===== config.mk =====
export PLATFORM = sky130hd
export DESIGN_NAME = sram22_rr_arbiter_flat
export DESIGN_NICKNAME = d
export VERILOG_FILES = /design/src/rtl/sram22_rr_arbiter_if.sv /design/src/rtl/sram22_rr_arbiter.sv /design/src/flat_wrapper.sv
export SDC_FILE = /design/constraint.sdc
export NUM_CORES = 1
export LEC_CHECK = 0
export BUFFER_PORTS_ARGS = -buffer_cell sky130_fd_sc_hd__buf_2
export CAP_MARGIN = 20
export CORE_MARGIN = 5
export CORE_UTILIZATION = 36
export CTS_CLUSTER_DIAMETER = 60
export DETAILED_ROUTE_END_ITERATION = 6
export PLACE_DENSITY = 0.8
export SLEW_MARGIN = 15
export SYNTH_ARGS = -nofsm -noshare
export SYNTH_HDL_FRONTEND = slang
export SYNTH_SLANG_ARGS = --single-unit

===== constraint.sdc =====
create_clock -name clk -period 2.08 [get_ports clk]
set_clock_uncertainty 0.05 [all_clocks]
set_input_delay 0.52 -clock clk [delete_from_list [all_inputs] [get_ports clk]]
set_output_delay 0.52 -clock clk [all_outputs]
set_load 0.01 [all_outputs]

===== src/rtl/sram22_rr_arbiter_if.sv =====
// Client-side request/response channels and SRAM22 macro pins for the
// two-port round-robin arbiter.
interface sram22_rr_arbiter_if #(
  parameter int DATA_WIDTH  = 32,
  parameter int ADDR_WIDTH  = 10,
  parameter int WMASK_WIDTH = 1
);
  logic [1:0]               req_valid;
  logic [1:0]               req_ready;
  logic [1:0]               req_we;
  logic [2*WMASK_WIDTH-1:0] req_wmask;
  logic [2*ADDR_WIDTH-1:0]  req_addr;
  logic [2*DATA_WIDTH-1:0]  req_din;
  logic [1:0]               rsp_valid;
  logic [1:0]               rsp_ready;
  logic [2*DATA_WIDTH-1:0]  rsp_data;
  logic                     sram_we;
  logic [WMASK_WIDTH-1:0]   sram_wmask;
  logic [ADDR_WIDTH-1:0]    sram_addr;
  logic [DATA_WIDTH-1:0]    sram_din;
  logic [DATA_WIDTH-1:0]    sram_dout;

  modport slave (
    input  req_valid, req_we, req_wmask, req_addr, req_din,
    input  rsp_ready, sram_dout,
    output req_ready, rsp_valid, rsp_data,
    output sram_we, sram_wmask, sram_addr, sram_din
  );

  modport master (
    output req_valid, req_we, req_wmask, req_addr, req_din,
    output rsp_ready, sram_dout,
    input  req_ready, rsp_valid, rsp_data,
    input  sram_we, sram_wmask, sram_addr, sram_din
  );
endinterface


===== src/rtl/sram22_rr_arbiter.sv =====
// Two-port round-robin arbiter in front of a single-port SRAM22 macro.
// Reads return two cycles after grant through a one-entry buffer per port.
module sram22_rr_arbiter #(
  parameter int DATA_WIDTH  = 32,
  parameter int ADDR_WIDTH  = 10,
  parameter int WMASK_WIDTH = 1
) (
  input logic                clk,
  input logic                rst,
  sram22_rr_arbiter_if.slave bus
);
  localparam int DW = DATA_WIDTH;
  localparam int AW = ADDR_WIDTH;
  localparam int MW = WMASK_WIDTH;

  logic            last_q, last_d;
  logic [1:0]      infl_q, infl_d;
  logic [1:0]      vld_q, vld_d;
  logic [2*DW-1:0] data_q, data_d;

  logic [1:0] rd_ok;
  logic [1:0] elig;
  logic [1:0] gnt;
  logic       win;

  // A read may issue only when its buffer is free or drains this cycle.
  assign rd_ok = ~infl_q & (~vld_q | bus.rsp_ready);
  assign elig  = {2{~rst}} & bus.req_valid & (bus.req_we | rd_ok);

  always_comb begin
    win = elig[1];
    if (&elig) win = ~last_q;
    gnt = 2'b00;
    if (|elig) gnt = win ? 2'b10 : 2'b01;
  end

  // Idle cycles present a harmless read of address 0.
  always_comb begin
    bus.sram_we    = 1'b0;
    bus.sram_wmask = '0;
    bus.sram_addr  = '0;
    bus.sram_din   = '0;
    if (|gnt) begin
      bus.sram_we    = bus.req_we[win];
      bus.sram_wmask = win ? bus.req_wmask[MW +: MW]
                           : bus.req_wmask[0 +: MW];
      bus.sram_addr  = win ? bus.req_addr[AW +: AW]
                           : bus.req_addr[0 +: AW];
      bus.sram_din   = win ? bus.req_din[DW +: DW]
                           : bus.req_din[0 +: DW];
    end
  end

  always_comb begin
    last_d = last_q;
    if (|gnt) last_d = win;
    infl_d = gnt & ~bus.req_we;
    vld_d  = (vld_q & ~bus.rsp_ready) | infl_q;
    data_d = data_q;
    if (infl_q[0]) data_d[0 +: DW]  = bus.sram_dout;
    if (infl_q[1]) data_d[DW +: DW] = bus.sram_dout;
  end

  always_ff @(posedge clk) begin
    if (rst) begin
      last_q <= 1'b1;
      infl_q <= '0;
      vld_q  <= '0;
      data_q <= '0;
    end else begin
      last_q <= last_d;
      infl_q <= infl_d;
      vld_q  <= vld_d;
      data_q <= data_d;
    end
  end

  assign bus.req_ready = gnt;
  assign bus.rsp_valid = vld_q;
  assign bus.rsp_data  = data_q;
endmodule


===== src/flat_wrapper.sv =====
// flat-port wrapper written by rule: the top's interface ports become plain ports
module sram22_rr_arbiter_flat 
#(
  parameter int DATA_WIDTH  = 32,
  parameter int ADDR_WIDTH  = 10,
  parameter int WMASK_WIDTH = 1
)
  (clk, rst, bus_req_valid, bus_req_we, bus_req_wmask, bus_req_addr, bus_req_din, bus_rsp_ready, bus_sram_dout, bus_req_ready, bus_rsp_valid, bus_rsp_data, bus_sram_we, bus_sram_wmask, bus_sram_addr, bus_sram_din);
  sram22_rr_arbiter_if #(.DATA_WIDTH(DATA_WIDTH), .ADDR_WIDTH(ADDR_WIDTH), .WMASK_WIDTH(WMASK_WIDTH)) bus_i ();
  input logic clk;
  input logic rst;
  input wire logic [$bits(bus_i.req_valid)-1:0] bus_req_valid;
  input wire logic [$bits(bus_i.req_we)-1:0] bus_req_we;
  input wire logic [$bits(bus_i.req_wmask)-1:0] bus_req_wmask;
  input wire logic [$bits(bus_i.req_addr)-1:0] bus_req_addr;
  input wire logic [$bits(bus_i.req_din)-1:0] bus_req_din;
  input wire logic [$bits(bus_i.rsp_ready)-1:0] bus_rsp_ready;
  input wire logic [$bits(bus_i.sram_dout)-1:0] bus_sram_dout;
  output wire logic [$bits(bus_i.req_ready)-1:0] bus_req_ready;
  output wire logic [$bits(bus_i.rsp_valid)-1:0] bus_rsp_valid;
  output wire logic [$bits(bus_i.rsp_data)-1:0] bus_rsp_data;
  output wire logic [$bits(bus_i.sram_we)-1:0] bus_sram_we;
  output wire logic [$bits(bus_i.sram_wmask)-1:0] bus_sram_wmask;
  output wire logic [$bits(bus_i.sram_addr)-1:0] bus_sram_addr;
  output wire logic [$bits(bus_i.sram_din)-1:0] bus_sram_din;
  assign bus_i.req_valid = bus_req_valid;
  assign bus_i.req_we = bus_req_we;
  assign bus_i.req_wmask = bus_req_wmask;
  assign bus_i.req_addr = bus_req_addr;
  assign bus_i.req_din = bus_req_din;
  assign bus_i.rsp_ready = bus_rsp_ready;
  assign bus_i.sram_dout = bus_sram_dout;
  assign bus_req_ready = bus_i.req_ready;
  assign bus_rsp_valid = bus_i.rsp_valid;
  assign bus_rsp_data = bus_i.rsp_data;
  assign bus_sram_we = bus_i.sram_we;
  assign bus_sram_wmask = bus_i.sram_wmask;
  assign bus_sram_addr = bus_i.sram_addr;
  assign bus_sram_din = bus_i.sram_din;
  sram22_rr_arbiter #(.DATA_WIDTH(DATA_WIDTH), .ADDR_WIDTH(ADDR_WIDTH), .WMASK_WIDTH(WMASK_WIDTH)) u_core (.clk(clk), .rst(rst), .bus(bus_i));
endmodule

==> flow_summary_export.csv <==
group,metric,value,unit
floorplan,io-pin-count,238,
sta,rsz0062_at_grt,"yes",
setup_path,critPathSlowestCell,"a311oi_4",
synthesis,synthXorXnorAreaFrac,0,%
routing,antenna_left,0,
power_and_ir_drop,leakagePower,2.38,nW
power_and_ir_drop,sw_frac_of_total,27.2,%
sta,whs,0.386,ns
floorplan,dieHeight,101,µm
setup_path,r2r_cells,8,
setup_path,cp_slowest_stage_delay,0.39,ns
setup_path,crit_type,"register to primary output",
global_route,antenna_found_initial,1,
clocking,clkTransAtPathRegs,0.08,ns
routing,via_per_inst,4.99,
power_and_ir_drop,p_int,0.00225,W
synthesis,synth_edf_count,0,
power_and_ir_drop,pwr-share-clk,33.5,%
sta,finalMaxSlewViolations,0,
setup_path,rrSetupSlack,0.39,ns
final_layout,fin_area,4770,µm²
global_route,grt_pass1_wl,17900,µm
setup_path,endpoint_kind,"primary output",
placed_design,dpl_cell_area,4270,µm²
hold_path,hp-class,"primary input to register",
clocking,tritoncts,"yes",
clocking,cts_buffers,9,
placed_design,place_hpwl,9480,µm
outcome,violations,"negative setup slack",
setup_path,required,1.51,ns
setup_path,arrival,1.84,ns
floorplan,die_w,101,µm
synthesis,async_reset_ff_share,0,%
clocking,clkSinkCount,69,
routing,routed_wl,12400,µm
global_route,grt_usage,22.9,%
synthesis,synth_top_family_by_area,"multiplexers",
setup_path,cp-startpoint,"u_core.infl_q[1]$_SDFF_PP0_",
sta,setup_ws,-0.327,ns
power_and_ir_drop,ir_worst_vdd,474,µV
placed_design,gp_congestion,0.975,
sta,tightest_slew,0.691,ns
placed_design,port_buffers,237,
outcome,outcome,"complete, but fails checks",
setup_path,r2r_end,"u_core.infl_q[1]$_SDFF_PP0_",
synthesis,synthMuxAreaShare,21.3,%
setup_path,start_kind,"register",
global_route,grt_start_max_net_pins,70,
synthesis,synthAdderAreaFrac,0,%
power_and_ir_drop,p_comb_share,21.7,%
final_layout,antenna_cells,0,
floorplan,rows,33,
synthesis,synthFlopType,"dfxtp_1",
sta,min_period_over_period,116,%
floorplan,coreArea,8180,µm²
final_layout,drive_above_1_share,55.7,%
final_layout,nets,659,
floorplan,start_util,36.8,%
sta,period_needed,2.41,ns
synthesis,syn_inst,288,
hold_path,holdPathEnd,"u_core.bus.rsp_data[10]$_SDFFE_PP0P_",
global_route,grt_pass1_vias,3223,
synthesis,synth_fp_nets,414,
sta,max-slew-margin-rel,53.9,%
setup_path,crit_path_max_fanout,5,
flow_run,drv_cap,0,
power_and_ir_drop,pwr_density_cell,648,nW/µm²
clocking,htree_num_levels,3,
synthesis,ys_ff_latch,69,
synthesis,synth_compound_area_share,16.1,%
synthesis,yosysSeqAreaShare,45.9,%
routing,drt_iter0_markers,117,
synthesis,synthDistinctLibCells,27,
routing,dr.pass1.iters,4,
clocking,clk_latency,0.33,ns
setup_path,crit-reg2reg-launch,"u_core.bus.rsp_valid[0]$_SDFF_PP0_",
synthesis,netlist_area,3010,µm²
synthesis,avgSynthCellArea,10.4,µm²
power_and_ir_drop,p_seq_share,44.9,%
setup_path,crit_chain,"nand2b_4 -> o311ai_4 -> a311oi_4 -> buf_4 -> buf_6 -> a22o_1 -> buf_2",
final_layout,area.growth.synth_to_final,58.6,%
synthesis,yosysWarnings,0,
sta,clock.fmax,0.415,GHz
sta,setup_viol_count_final,46,
sta,final-hold-violation-count,0,
synthesis,synthSimpleGateAreaFrac,10.7,%
power_and_ir_drop,p_sw,0.000841,W
routing,drcViolationCount,0,
routing,wl_per_cell,19.3,µm
clocking,cts_root_buffer,"clkbuf_8",
routing,vias,3203,
clocking,cts_buffer_depth,2,
hold_path,hold_depth,3,
hold_path,hold_start,"bus_sram_dout[10]",
global_route,grt.overflow.total,0,
floorplan,dieArea,10300,µm²
-- area by class of cell --
class                           count  area [µm²]
Clock buffer                        9         124
Tap cell                          105         131
Fill cell                         701        3400
Multi-Input combinational cell    193        1540
Clock inverter                      6        63.8
Inverter                            1        3.75
Sequential cell                    69        1390
Timing Repair Buffer              259        1520
-- synth_stat cells, types with 2 or more instances --
master | instances | area, µm²
a22o_1 | 37 | 324
a22o_2 | 6 | 60.1
buf_2 | 9 | 45.0
buf_6 | 8 | 90.1
clkbuf_1 | 6 | 22.5
dfxtp_1 | 69 | 1380
mux2i_1 | 64 | 641
nand2_1 | 2 | 7.51
nor2_1 | 67 | 251
nor2b_1 | 3 | 18.8
-- sequential cells by signal, indices dropped and copies added (netlist names) --
signal                count
u_core.bus.rsp_valid      2
u_core.bus.rsp_data      64
u_core.last_q             1
u_core.infl_q             2
-- kinds of logic (layout without fill, tap and decap cells) --
family                 after synthesis  after routing
muxes                               64             64
and+or+nand+nor                     77             77
AOI/OAI and AO/OA                   52             52
DFF                                 69             69
buffers and inverters               26            275
-- through the flow --
stage | instances | setup WS, ns | total power, W | TNS, ns | util (%)
after floorplan | 288 | -0.146 | 0.00171 | -5.15 | -
after global placement | 618 | -0.337 | 0.00199 | -11.63 | 52.2
after detailed placement | 618 | -0.371 | 0.00200 | -13.35 | 52.2
after CTS | 638 | -0.327 | 0.00311 | -12.99 | 57.5
after global routing | 642 | -0.409 | 0.00324 | -16.14 | 58.4
final | 642 | -0.327 | 0.00309 | -12.45 | 58.4
-- power by group through the flow --
stage | logic, W | clock network, W | registers, W
final | 0.000670 | 0.00104 | 0.00139
after global placement | 0.000573 | 0 | 0.00142
after detailed placement | 0.000581 | 0 | 0.00142
after global routing | 0.000712 | 0.00114 | 0.00139
after CTS | 0.000651 | 0.00107 | 0.00139
after floorplan | 0.000271 | 0 | 0.00144
-- repair_timing --
item / 4_1_cts / 5_1_grt
buffers inserted: 2 / 4
resized for setup: 43 / 7
cloned: 3 / 0
hold buffers: 0 / 0
setup endpoints to repair: 46 / 46
pin swaps: 13 / 4
-- critical path: cells and delay by family (launching register included) --
| kind | cells | cell delay [ns] |
|---|---|---|
| compound gates | 3 | 0.64 |
| simple gates | 1 | 0.07 |
| flops | 1 | 0.36 |
| buf+inv | 3 | 0.45 |
-- worst max path at each step --
stage          cells after the start  slack, ns               end
6_report                           7      -0.33  bus_sram_din[28]
5_1_grt                            7      -0.41  bus_sram_din[28]
4_1_cts                            6      -0.33  bus_sram_addr[3]
3_5_place_dp                       7      -0.37  bus_sram_addr[8]
3_3_place_gp                       7      -0.34  bus_sram_addr[2]
2_1_floorplan                      5      -0.15  bus_sram_din[23]
-- per-layer routing --
metal / part of all wire [%] / vias to the layer above / track usage [%]
met5: 0.10 / - / 0
met4: 4.5 / 2 / 12.7
met2: 52 / 168 / 42.0
met1: 34 / 1484 / 23.1
li1: - / 1508 / -
met3: 9.2 / 41 / 6.75
-- placed cells by master (no fill, tap or decap), drive strengths merged, types with 2 or more instances in the layout --
master	instances
nor2b	3
and2b	2
buf	259
nand2	2
a22o	43
clkbuf	9
mux2i	64
nor2	67
dfxtp	69
inv	2
clkinv	2
clkinvlp	2
No activity file was read; power rests on OpenSTA's default activity.
